### src/rtl/seg_count_decoder_if.sv
// seg_count_decoder_if: valid/ready bus carrying one decoded vote-count transaction
interface seg_count_decoder_if;
  logic       out_valid;
  logic       out_ready;
  logic [2:0] out_count;
  logic       out_err;
  modport master(output out_valid, out_count, out_err, input out_ready);
  modport slave(input out_valid, out_count, out_err, output out_ready);
endinterface

### src/rtl/seg_count_decoder.sv
// seg_count_decoder: debounce 7-line segment pattern, decode to count 0..5, deliver via valid/ready with skid.
// Optional SEG_ERR_COUNT_EN adds a saturating count of qualified out-of-table patterns.
module seg_count_decoder #(
  parameter int STABLE_CYCLES = 3,
  parameter int CNT_W = 4
) (
  input  logic                       clk,
  input  logic                       rst,
  input  logic [6:0]                 seg_in,
  seg_count_decoder_if.master        out,
  output logic                       overrun
`ifdef SEG_ERR_COUNT_EN
  ,
  output logic [7:0]                 err_count
`endif
);
  typedef enum logic [1:0] {EMPTY, FULL, FULL_SKID} state_t;
  localparam logic [CNT_W-1:0] STAB_MAX = CNT_W'(STABLE_CYCLES);
  state_t r_state, w_next;
  logic [6:0] r_samp, r_last;
  logic [CNT_W-1:0] r_stab;
  logic [2:0] r_cnt, r_skid_cnt, w_dec_cnt;
  logic r_err, r_skid_err, r_ovr, w_dec_err;
  logic w_qual, w_acc, w_load_out, w_load_skid, w_from_skid, w_ovr_set;
  always_comb begin
    w_dec_cnt = 3'd7;
    w_dec_err = 1'b0;
    case (r_samp)
      7'h6D: w_dec_cnt = 3'd0;
      7'h66: w_dec_cnt = 3'd1;
      7'h4F: w_dec_cnt = 3'd2;
      7'h5B: w_dec_cnt = 3'd3;
      7'h06: w_dec_cnt = 3'd4;
      7'h3D: w_dec_cnt = 3'd5;
      default: w_dec_err = 1'b1;
    endcase
  end
  // r_last starts at the 7'h7F sentinel so the first stable pattern after reset is always new
  assign w_qual = (r_stab == STAB_MAX) && (r_samp != r_last);
  assign w_acc = (r_state != EMPTY) && out.out_ready;
  always_comb begin
    w_next = r_state;
    w_load_out = 1'b0;
    w_load_skid = 1'b0;
    w_from_skid = 1'b0;
    w_ovr_set = 1'b0;
    case (r_state)
      EMPTY: begin
        w_load_out = w_qual;
        w_next = w_qual ? FULL : EMPTY;
      end
      FULL: begin
        w_load_out = w_acc && w_qual;
        w_load_skid = !w_acc && w_qual;
        w_next = w_qual ? (w_acc ? FULL : FULL_SKID) : (w_acc ? EMPTY : FULL);
      end
      FULL_SKID: begin
        w_from_skid = w_acc;
        w_load_skid = w_qual;
        w_ovr_set = !w_acc && w_qual;
        w_next = (w_acc && !w_qual) ? FULL : FULL_SKID;
      end
      default: w_next = EMPTY;
    endcase
  end
  always_ff @(posedge clk) begin
    if (rst) begin
      r_state <= EMPTY;
      r_samp <= 7'h00;
      r_stab <= '0;
      r_last <= 7'h7F;
      r_cnt <= 3'd0;
      r_err <= 1'b0;
      r_skid_cnt <= 3'd0;
      r_skid_err <= 1'b0;
      r_ovr <= 1'b0;
    end else begin
      r_state <= w_next;
      r_samp <= seg_in;
      r_stab <= (seg_in != r_samp) ? CNT_W'(1) : (r_stab == STAB_MAX ? r_stab : r_stab + 1'b1);
      if (w_qual) r_last <= r_samp;
      if (w_load_out) {r_cnt, r_err} <= {w_dec_cnt, w_dec_err};
      else if (w_from_skid) {r_cnt, r_err} <= {r_skid_cnt, r_skid_err};
      if (w_load_skid) {r_skid_cnt, r_skid_err} <= {w_dec_cnt, w_dec_err};
      if (w_ovr_set) r_ovr <= 1'b1;
    end
  end
`ifdef SEG_ERR_COUNT_EN
  logic [7:0] r_err_count;
  always_ff @(posedge clk) begin
    if (rst) r_err_count <= 8'd0;
    else if (w_qual && w_dec_err && r_err_count != 8'hFF) r_err_count <= r_err_count + 8'd1;
  end
  assign err_count = r_err_count;
`endif
  assign out.out_valid = (r_state != EMPTY);
  assign out.out_count = r_cnt;
  assign out.out_err = r_err;
  assign overrun = r_ovr;
endmodule

### src/flat_wrapper.sv
// flat-port wrapper written by rule: the top's interface ports become plain ports
module seg_count_decoder_flat 
#(
  parameter int STABLE_CYCLES = 3,
  parameter int CNT_W = 4
)
  (clk, rst, seg_in, overrun, out_out_valid, out_out_count, out_out_err, out_out_ready);
  seg_count_decoder_if out_i ();
  input  logic clk;
  input  logic rst;
  input  logic [6:0] seg_in;
  output logic overrun;
  output wire logic [$bits(out_i.out_valid)-1:0] out_out_valid;
  output wire logic [$bits(out_i.out_count)-1:0] out_out_count;
  output wire logic [$bits(out_i.out_err)-1:0] out_out_err;
  input wire logic [$bits(out_i.out_ready)-1:0] out_out_ready;
  assign out_out_valid = out_i.out_valid;
  assign out_out_count = out_i.out_count;
  assign out_out_err = out_i.out_err;
  assign out_i.out_ready = out_out_ready;
  seg_count_decoder #(.STABLE_CYCLES(STABLE_CYCLES), .CNT_W(CNT_W)) u_core (.clk(clk), .rst(rst), .seg_in(seg_in), .out(out_i), .overrun(overrun));
endmodule
### config.mk
export PLATFORM = sky130hd
export DESIGN_NAME = seg_count_decoder_flat
export DESIGN_NICKNAME = d
export VERILOG_FILES = /design/src/rtl/seg_count_decoder_if.sv /design/src/rtl/seg_count_decoder.sv /design/src/flat_wrapper.sv
export SDC_FILE = /design/constraint.sdc
export NUM_CORES = 1
export LEC_CHECK = 0
export BUFFER_PORTS_ARGS = -buffer_cell sky130_fd_sc_hd__buf_2
export CORE_UTILIZATION = 50
export DETAILED_ROUTE_END_ITERATION = 16
export GPL_TIMING_DRIVEN = 1
export HOLD_SLACK_MARGIN = 0.06
export PLACE_DENSITY = 0.8
export SLEW_MARGIN = 15
export SYNTH_ARGS = -nofsm -noshare
export SYNTH_HDL_FRONTEND = slang
export SYNTH_SLANG_ARGS = --single-unit
### constraint.sdc
create_clock -name clk -period 5.35 [get_ports clk]
set_input_delay 0.535 -clock clk [delete_from_list [all_inputs] [get_ports clk]]
set_output_delay 0.535 -clock clk [all_outputs]
set_load 0.005 [all_outputs]
==> results of run 1 <==
[final cells by class]
cell class | count | area, um^2
Multi-Input combinational cell | 120 | 924.6
Fill cell | 277 | 1324
Clock buffer | 5 | 37.54
Clock inverter | 1 | 5.005
Timing Repair Buffer | 15 | 75.07
Inverter | 7 | 26.28
Tap cell | 44 | 55.05
Sequential cell | 29 | 580.6
[critical path, cell delays in order (launching register included)]
cell and delay [ns]:
dfxtp_1 0.37, ha_1 0.20, nor3b_2 0.85, a21boi_0 0.48, ha_1 0.27, a22oi_1 0.11
a21oi_2 0.34, nor2_1 0.10, a211oi_1 0.24
[cell usage in the layout, fill, tap and decap left out, types with 7 or more instances in the layout]
| master | count |
|---|---|
| mux2i_1 | 11 |
| nand2_1 | 12 |
| inv_1 | 7 |
| dfxtp_1 | 29 |
| nor2_1 | 8 |
| buf_2 | 15 |
| ha_1 | 8 |
| nor2b_1 | 10 |
| xor2_1 | 11 |
[synth_stat cells (3+ instances only)]
cell      count  area (um^2)
a211oi_1      3        22.52
a21oi_1       4        20.02
buf_2         3        15.01
buf_6         3        33.78
dfxtp_1      29        580.6
ha_1          8        100.1
inv_1         7        26.28
mux2_2        3        33.78
mux2i_1      11        110.1
nand2_1      12        45.04
nand3_1       5        25.02
nor2_1        8        30.03
nor2b_1      10        62.56
nor3_1        6        30.03
xnor2_1       6        52.55
xor2_1       11        96.34
[where the power goes]
group          switching, mW  internal, mW  total, mW
Clock                 0.0695        0.0454      0.115
Combinational         0.0131        0.0125     0.0255
Sequential           0.00792         0.219      0.227
Total                 0.0905         0.277      0.367
[through the flow]
stage / setup WS (ns) / power (mW) / cell area [um^2] / instances
2_1_floorplan: 3.153 / 0.2516 / 1590 / 165
3_3_place_gp: 2.522 / 0.2559 / 1662 / 215
3_5_place_dp: 2.272 / 0.2578 / 1662 / 215
4_1_cts: 2.257 / 0.3703 / 1704 / 221
5_1_grt: 1.959 / 0.3833 / 1704 / 221
6_report: 2.291 / 0.3675 / 1704 / 221
[routing by layer]
| layer | part of all wire (%) | vias to the layer above | wire, um | global-route usage (%) |
|---|---|---|---|---|
| li1 | - | 599 | - | - |
| met1 | 46 | 557 | 1384 | 24.24 |
| met2 | 47 | 27 | 1426 | 32.35 |
| met3 | 4.9 | 7 | 149 | 6.374 |
| met4 | 1.7 | 0 | 52 | 8.503 |
| met5 | 0 | - | 0 | 0 |
[cells by family (layout without fill, tap and decap cells)]
group	after synthesis	after routing
simple gates	56	56
flops	29	29
compound gates	24	24
xor+xnor	18	18
buf+inv	16	28
mux	14	14
fa+ha+maj	8	8
[how the worst max path moves through the flow]
stage / startpoint / to / slack, ns
after floorplan: u_core.r_samp[1] / u_core.out.out_err / 3.15
after global placement: u_core.r_stab[0] / u_core.out.out_count[2] / 2.52
after detailed placement: u_core.r_stab[0] / u_core.out.out_count[0] / 2.27
after CTS: u_core.r_stab[0] / u_core.out.out_count[0] / 2.26
after global routing: u_core.r_stab[1] / u_core.out.out_count[0] / 1.96
final: u_core.r_stab[0] / u_core.out.out_count[0] / 2.29
[flip-flops by register name, indices dropped and copies added (netlist names)]
name,count
u_core.out.out_count,3
u_core.out.out_err,1
u_core.overrun,1
u_core.r_skid_err,1
u_core.r_last,7
u_core.r_samp,7
u_core.r_skid_cnt,3
u_core.r_stab,4
u_core.r_state,2
==> results.md, run 1 <==
* Synth Area in Compound Gates at 12.04%
* Top FF cell, synth: dfxtp_1
* Root buf cell: clkbuf_4
* Final net count at 196
* Post-Synth Adder-Cell Area at 6.294%
* Worst setup path class: reg2reg
* Total CTS buffers at 5
* Tot GR Track Use at 19.89%
* Cells on Worst Hold Path at 2
* Number of global-route vias before repair at 1,148
* Layout cells sized above 1 at 18.08%
* Asr flop ratio synth at 0%
* Post-CTS setup buffers at 0
* P&R area growth vs syn at 7.159%
* Final Cycle Share at 57.18%
* Slew at the pin closest to its max-slew limit at 1.040 ns
* Distinct cell type count after synthesis at 43
* Post-synthesis sequential area ratio at 36.51%
* Port Buffers at 15
* Post-CTS sizing at 0
* Max FO, Critical Path at 13
* Mapped Avg Cell Area at 9.638 um^2
* Via/cell ratio at 5.385
* First-pass GRT wire length at 5.009 mm
* Warnings, synthesis at 0
* Detailed Place HPWL at 2.254 mm
* IO Count at 16
* DR iter-0 viols at 40
* Max Cap Viol at 0
* Clock buffer depth at 2
* CP Data Arrival Time at 3.29 ns
* Core Rows at 20
* Worst-path clk slew at 0.09 ns
* Minimum clock period at 3.059 ns
* Syn Inst Count at 165
* Post-DRT Antenna Nets at 0
* Register bit total from synthesis at 29
* Area share of and/or/nand/nor cells after synthesis at 20.06%
* Die height at 58.40 um
* Main combinational cell family by area after synthesis: simple AND/OR/NAND/NOR gates
* Full die area at 3410 um^2
* Crit. End Element: flip-flop
* DR vias at 1,190
* FF-to-FF Start: u_core.r_stab[0]
* H-tree Lvls at 2
* Pleak at 0.6823 nW
* R2R depth at 8
* Die width at 58.40 um
* RSZ-0062 raised after global routing: false
* Drt first pass iters at 4
* WL final at 3.012 mm
* Peak VDD IR at 0.1310 mV
* Peak Freq at 0.3269 GHz
* Number of flops mapped to enable cells by yosys at 0
* Post-DR wirelength/cell at 13.63 um
* Clock Latency Late Sink at 0.32 ns
* Hold Path Sink: u_core.r_samp[5]
* # DRC at 0
* CTS tree: done
* WHS at 0.4484 ns
* Multiplexer share of the synthesized area at 9.048%
* Global route overflow at 0
* CORE AREA at 3028 um^2
* Final Util at 56.28%
* N_diodes at 0
* Initial antenna violation count at 0
* CTS Sinks at 29
* Power Density at 215.6 nW/um^2
* Critical Path RT at 5.58 ns
* Largest net degree at the start of global routing at 17
* Max_slew headroom at 30.37%
* Status: completed
* Final setup fails at 0
* Synthesized Nets at 183
* R2R Path End: u_core.out.out_count[0]
* Hold buffers post-CTS at 0
* Hold_sp: seg_in[5]
* Worst Hold Class: in2reg
* Crit path launch type: flip-flop
* Synth Area in XOR/XNOR at 10.39%
* Starting density of the core at 52.52%
* Setup TNS at 0 ns
* Final Slew Violations at 0
* Gpl congestion at 0.7897
* Clock Skews at 0.007326 ns
* Mapped Area at 1590 um^2
* Final Hold Vio Count at 0
* R2R Setup Slk at 2.29 ns
Power figures use the tool's default switching activity.
==> run 2: changes to the inputs <==
clock period = 2.9 ns   (was 5.35 ns; I/O delays follow)
==> results.md, run 2 (synthesis gave the netlist of run 1 again) <==
* Pleak at 0.6977 nW (+2.3%)
* Largest net degree at the start of global routing at 17 (unchanged)
* RSZ-0062 raised after global routing: false
* Clock buffer depth at 2 (unchanged)
* Core Rows at 20 (unchanged)
* Critical Path RT at 3.17 ns (-2.41 ns)
* Max_slew headroom at 68.71% (+38 points)
* Total CTS buffers at 5 (unchanged)
* Place WS at 0.4841 ns (-1.788 ns)
* CTS tree: done
* Max Cap Viol at 0 (unchanged)
* Final setup fails at 0 (unchanged)
* Final Cycle Share at 83.30% (+26 points)
* Leading cell types in the layout, fill and taps excluded: dfxtp_1 (29), buf_2 (15), nand2_1 (12)
* Layout cells sized above 1 at 18.68% (+0.60 points)
* Tot GR Track Use at 20.59% (+0.70 points)
* Final Util at 57.23% (+0.95 points)
* CORE AREA at 3028 um^2 (unchanged)
* Port Buffers at 15 (unchanged)
* H-tree Lvls at 2 (unchanged)
* Gpl congestion at 0.8416 (+6.6%)
* Power Density at 404.2 nW/um^2 (+87%)
* Clock Skews at 0.01109 ns (+0.003765 ns)
* Critical Path Source: u_core.r_samp[6]
* Peak Freq at 0.4140 GHz (+27%)
* Root buf cell: clkbuf_4
* Worst-path clk slew at 0.09 ns (about the same)
* FF-to-FF Start: u_core.r_samp[6]
* Peak VDD IR at 0.2760 mV (+110%)
* Post-DRT Antenna Nets at 0 (unchanged)
* Setup TNS at 0 ns (unchanged)
* CTS Sinks at 29 (unchanged)
* Die height at 58.40 um (unchanged)
* Global route overflow at 0 (unchanged)
* IO Count at 16 (unchanged)
* Setup ws final at 0.4842 ns (-1.807 ns)
* Most common cell after layout, fill and taps aside: dfxtp_1
* DR vias at 1,229 (+3.3%)
* P&R area growth vs syn at 8.969%
* Number of global-route vias before repair at 1,175 (+2.4%)
* Crit. End Element: flip-flop
* Regs by FF count: u_core.r_last (7), u_core.r_samp (7), u_core.r_stab (4)
* Status: completed
* Die width at 58.40 um (unchanged)
* R2R Setup Slk at 0.48 ns (-1.81 ns)
* Final net count at 199 (+1.5%)
* Hold buffers post-CTS at 0 (unchanged)
* WL final at 3.053 mm (+1.4%)
* Post-CTS setup buffers at 0 (unchanged)
* Detailed Place HPWL at 2.303 mm (+2.2%)
* Final Hold Vio Count at 0 (unchanged)
* # DRC at 0 (unchanged)
* Full die area at 3410 um^2 (unchanged)
* Slew at the pin closest to its max-slew limit at 0.4651 ns (-0.5748 ns)
* Initial antenna violation count at 0 (unchanged)
* Post-CTS sizing at 0 (unchanged)
* Worst Hold Class: in2reg
* First-pass GRT wire length at 5.092 mm (+1.7%)
* Post-Layout Inst Area at 1733 um^2 (+1.7%)
* Hold_sp: seg_in[4]
* Clock Latency Late Sink at 0.33 ns (about the same)
* N_diodes at 0 (unchanged)
* Drt first pass iters at 4 (unchanged)
* Max FO, Critical Path at 10 (-3)
* Via/cell ratio at 5.438 (+0.99%)
* WHS at 0.2036 ns (-0.2448 ns)
* Minimum clock period at 2.416 ns (-0.6432 ns)
* Worst setup path class: reg2reg
* CP Data Arrival Time at 2.68 ns (-0.61 ns)
* Starting density of the core at 52.52% (unchanged)
* Post-placement cell area at 1684 um^2 (+1.4%)
* Fill count at 272 (-1.8%)
* DR iter-0 viols at 67 (+68%)
* Post-DR wirelength/cell at 13.51 um (-0.88%)
* Final Slew Violations at 0 (unchanged)
* Crit path launch type: flip-flop
run 2: cell types whose count changed in the layout (fill, tap and decap cells not counted):
cell / change
clkinv_2: -1
clkbuf_1: +3
buf_4: +3
run 2: final timing paths:
check,to,depth (start not counted)
min,u_core.r_samp[4],2
min reg2reg,u_core.r_skid_err,2
max,u_core.out.out_err,8
max reg2reg,u_core.out.out_err,8
run 2: routing by layer:
| metal | global-route usage [%] | routed length [um] | up-vias |
|---|---|---|---|
| li1 | - | - | 603 |
| met1 | 23.00 | 1352 | 598 |
| met2 | 34.65 | 1536 | 22 |
| met3 | 7.253 | 107 | 6 |
| met4 | 10.54 | 56 | 0 |
| met5 | 0 | 0 | - |
run 2: power by group:
part | switching (mW) | total (mW) | internal (mW)
combinational | 0.0285 | 0.0533 | 0.0248
sequential | 0.0111 | 0.415 | 0.404
clock | 0.135 | 0.232 | 0.0964
run 2: layout make-up:
type	instances	area, um^2	area share [%]
Multi-Input combinational cell	120	924.6	53.36
Sequential cell	29	580.6	33.50
Timing Repair Buffer	18	97.59	5.632
Tap cell	44	55.05	3.177
Clock buffer	8	48.80	2.816
Inverter	7	26.28	1.516
run 2: stage by stage:
| step | instances | total power [mW] |
|---|---|---|
| finish | 226 | 0.7005 |
| global route | 226 | 0.7345 |
| CTS | 226 | 0.7075 |
| detailed placement | 218 | 0.4780 |
| global placement | 218 | 0.4748 |
| floorplan | 165 | 0.4642 |
run 2: critical path: stages (launching register included):
cell and delay, ns:
dfxtp_1 0.54, xor2_1 0.16, nor4_4 0.31, a21boi_0 0.25
ha_1 0.29, a2111oi_2 0.34, a21oi_2 0.17, a21o_1 0.18
a21oi_1 0.13
==> run 3: changes to the inputs <==
PLACE_DENSITY = 0.83   (was 0.8)
clock period = 2 ns   (was 2.9 ns; I/O delays follow)
==> results.md, run 3 (synthesis gave the netlist of run 1 again) <==
* Via/cell ratio at 5.344 (-1.7%)
* Peak Freq at 0.4843 GHz (+17%)
* Final Util at 65.62% (+8.4 points)
* Critical Path Source: u_core.r_last[1]
* Final setup fails at 6 (+6)
* Final Slew Violations at 0 (unchanged)
* Drt first pass iters at 4 (unchanged)
* Peak VDD IR at 0.8756 mV (+220%)
* CTS tree: done
* Hold_sp: seg_in[2]
* Total CTS buffers at 5 (unchanged)
* Leading cell types in the layout, fill and taps excluded: dfxtp_1 (28), buf_4 (21), buf_2 (15)
* Initial antenna violation count at 0 (unchanged)
* N_diodes at 0 (unchanged)
* Worst Hold Class: in2reg
* CP Cell Sequence: xor2_2, nor4_4, a21boi_2, buf_4, ha_4, and3_4, or3_1, o211a_1
* Clock Latency Late Sink at 0.33 ns (about the same)
* CP Data Arrival Time at 2.29 ns (-0.39 ns)
* Detailed Place HPWL at 2.439 mm (+5.9%)
* FF-to-FF Start: u_core.r_last[1]
* Largest net degree at the start of global routing at 17 (unchanged)
* Regs by FF count: u_core.r_last (7), u_core.r_samp (7), u_core.r_stab (4)
* Final Hold Vio Count at 0 (unchanged)
* IO Count at 16 (unchanged)
* Failing checks: setup timing
* Crit. End Element: flip-flop
* CORE AREA at 3028 um^2 (unchanged)
* Worst-path clk slew at 0.10 ns (about the same)
* Port Buffers at 15 (unchanged)
* Critical Path RT at 2.23 ns (-0.94 ns)
* Most common cell after layout, fill and taps aside: dfxtp_1
* Delay of the slowest critical-path stage at 0.37 ns (-0.17 ns)
* Die width at 58.40 um (unchanged)
* Final net count at 217 (+9.0%)
* Slowest cell on crit path: or3_1
* Max Cap Viol at 0 (unchanged)
* Tot GR Track Use at 22.56% (+2.0 points)
* Layout cells sized above 1 at 31.50% (+13 points)
* Clock Skews at 0.007658 ns (-0.003433 ns)
* Clock buffer depth at 2 (unchanged)
* Post-DR wirelength/cell at 14.05 um (+4.0%)
* Core Rows at 20 (unchanged)
* Number of global-route vias before repair at 1,309 (+11%)
* Crit path launch type: flip-flop
* Minimum clock period at 2.065 ns (-0.3509 ns)
* H-tree Lvls at 2 (unchanged)
* Global route overflow at 0 (unchanged)
* Starting density of the core at 52.52% (unchanged)
* Status: finished with violations
* Gpl congestion at 0.8361 (-0.65%)
* DR vias at 1,304 (+6.1%)
* Full die area at 3410 um^2 (unchanged)
* Setup ws final at -0.06487 ns (-0.5491 ns)
* DR iter-0 viols at 50 (-25%)
* RSZ-0062 raised after global routing: true
* Final Cycle Share at 103.2% (+20 points)
* CTS Sinks at 29 (unchanged)
* Root buf cell: clkbuf_4
* Worst setup path class: reg2reg
* Setup TNS at -0.3153 ns (-0.3153 ns)
* Power Density at 653.7 nW/um^2 (+62%)
* WL final at 3.428 mm (+12%)
* P&R area growth vs syn at 24.94%
* First-pass GRT wire length at 5.830 mm (+14%)
* Slew at the pin closest to its max-slew limit at 0.5202 ns (+0.05505 ns)
* Die height at 58.40 um (unchanged)
* Post-DRT Antenna Nets at 0 (unchanged)
* Place WS at -0.05883 ns (-0.5429 ns)
* Max FO, Critical Path at 5 (-5)
* Pleak at 0.8222 nW (+18%)
* # DRC at 0 (unchanged)
* Max_slew headroom at 65.00% (-3.7 points)
==> run 3: path summary, 6_finish.rpt <==
check | cells after the start | slack [ns] | endpoint
worst max register to register | 8 | -0.06 | u_core.r_skid_cnt[1]
worst min register to register | 2 | 0.48 | u_core.overrun
worst min-delay path | 2 | 0.1 | u_core.r_samp[2]
worst max-delay path | 8 | -0.06 | u_core.r_skid_cnt[1]
==> run 3: cell type report <==
cell class	instances	area, um^2
clock buffer	5	37.54
clock inverter	3	65.06
fill	248	1041
inverter	7	26.28
multi-input combinational	120	988.4
sequential	29	581.8
tap	44	55.05
timing repair buffer	36	232.7
==> run 3: per-layer routing <==
metal	part of all wire, %	GRT usage (%)	wire length, um	up-vias
met5	0	0	0	-
met4	0.82	6.463	28	0
met3	5.3	6.154	182	4
met2	51	40.39	1762	43
met1	42	26.38	1455	616
li1	-	-	-	641
==> run 3: what timing repair did <==
item | CTS | global route
hold buffers | 0 | 0
setup buffers | 1 | 2
endpoints found under the hold margin | 0 | 0
resized for setup | 2 | 7
pin swaps | 5 | 4
endpoints found under the setup margin | 8 | 8
==> run 3: metrics by stage <==
| step | cell area, um^2 | hold WS [ns] | std cells | total power, mW |
|---|---|---|---|---|
| 2_1_floorplan | 1623 | 0.2716 | 165 | 0.6767 |
| 3_3_place_gp | 1823 | 0.4405 | 233 | 0.7050 |
| 3_5_place_dp | 1823 | 0.4471 | 233 | 0.7098 |
| 4_1_cts | 1942 | 0.09285 | 242 | 1.300 |
| 5_1_grt | 1987 | 0.08074 | 244 | 1.346 |
| 6_report | 1987 | 0.09623 | 244 | 1.299 |
==> run 3: worst max-delay path: cells and delay by family (launching register included) <==
kind / cells / cell delay (ns)
AND/OR/NAND/NOR: 3 / 0.85
flip-flops: 1 / 0.35
XOR/XNOR: 1 / 0.18
AO/OA/AOI/OAI: 2 / 0.25
buffers and inverters: 1 / 0.16
adder cells (fa/ha/maj): 1 / 0.16
==> run 3: where the power goes <==
group          internal, mW  total (mW)  switching, mW
combinational        0.0489       0.106         0.0567
sequential            0.586       0.593        0.00644
clock                 0.387       0.601          0.214
total                  1.02        1.30          0.277
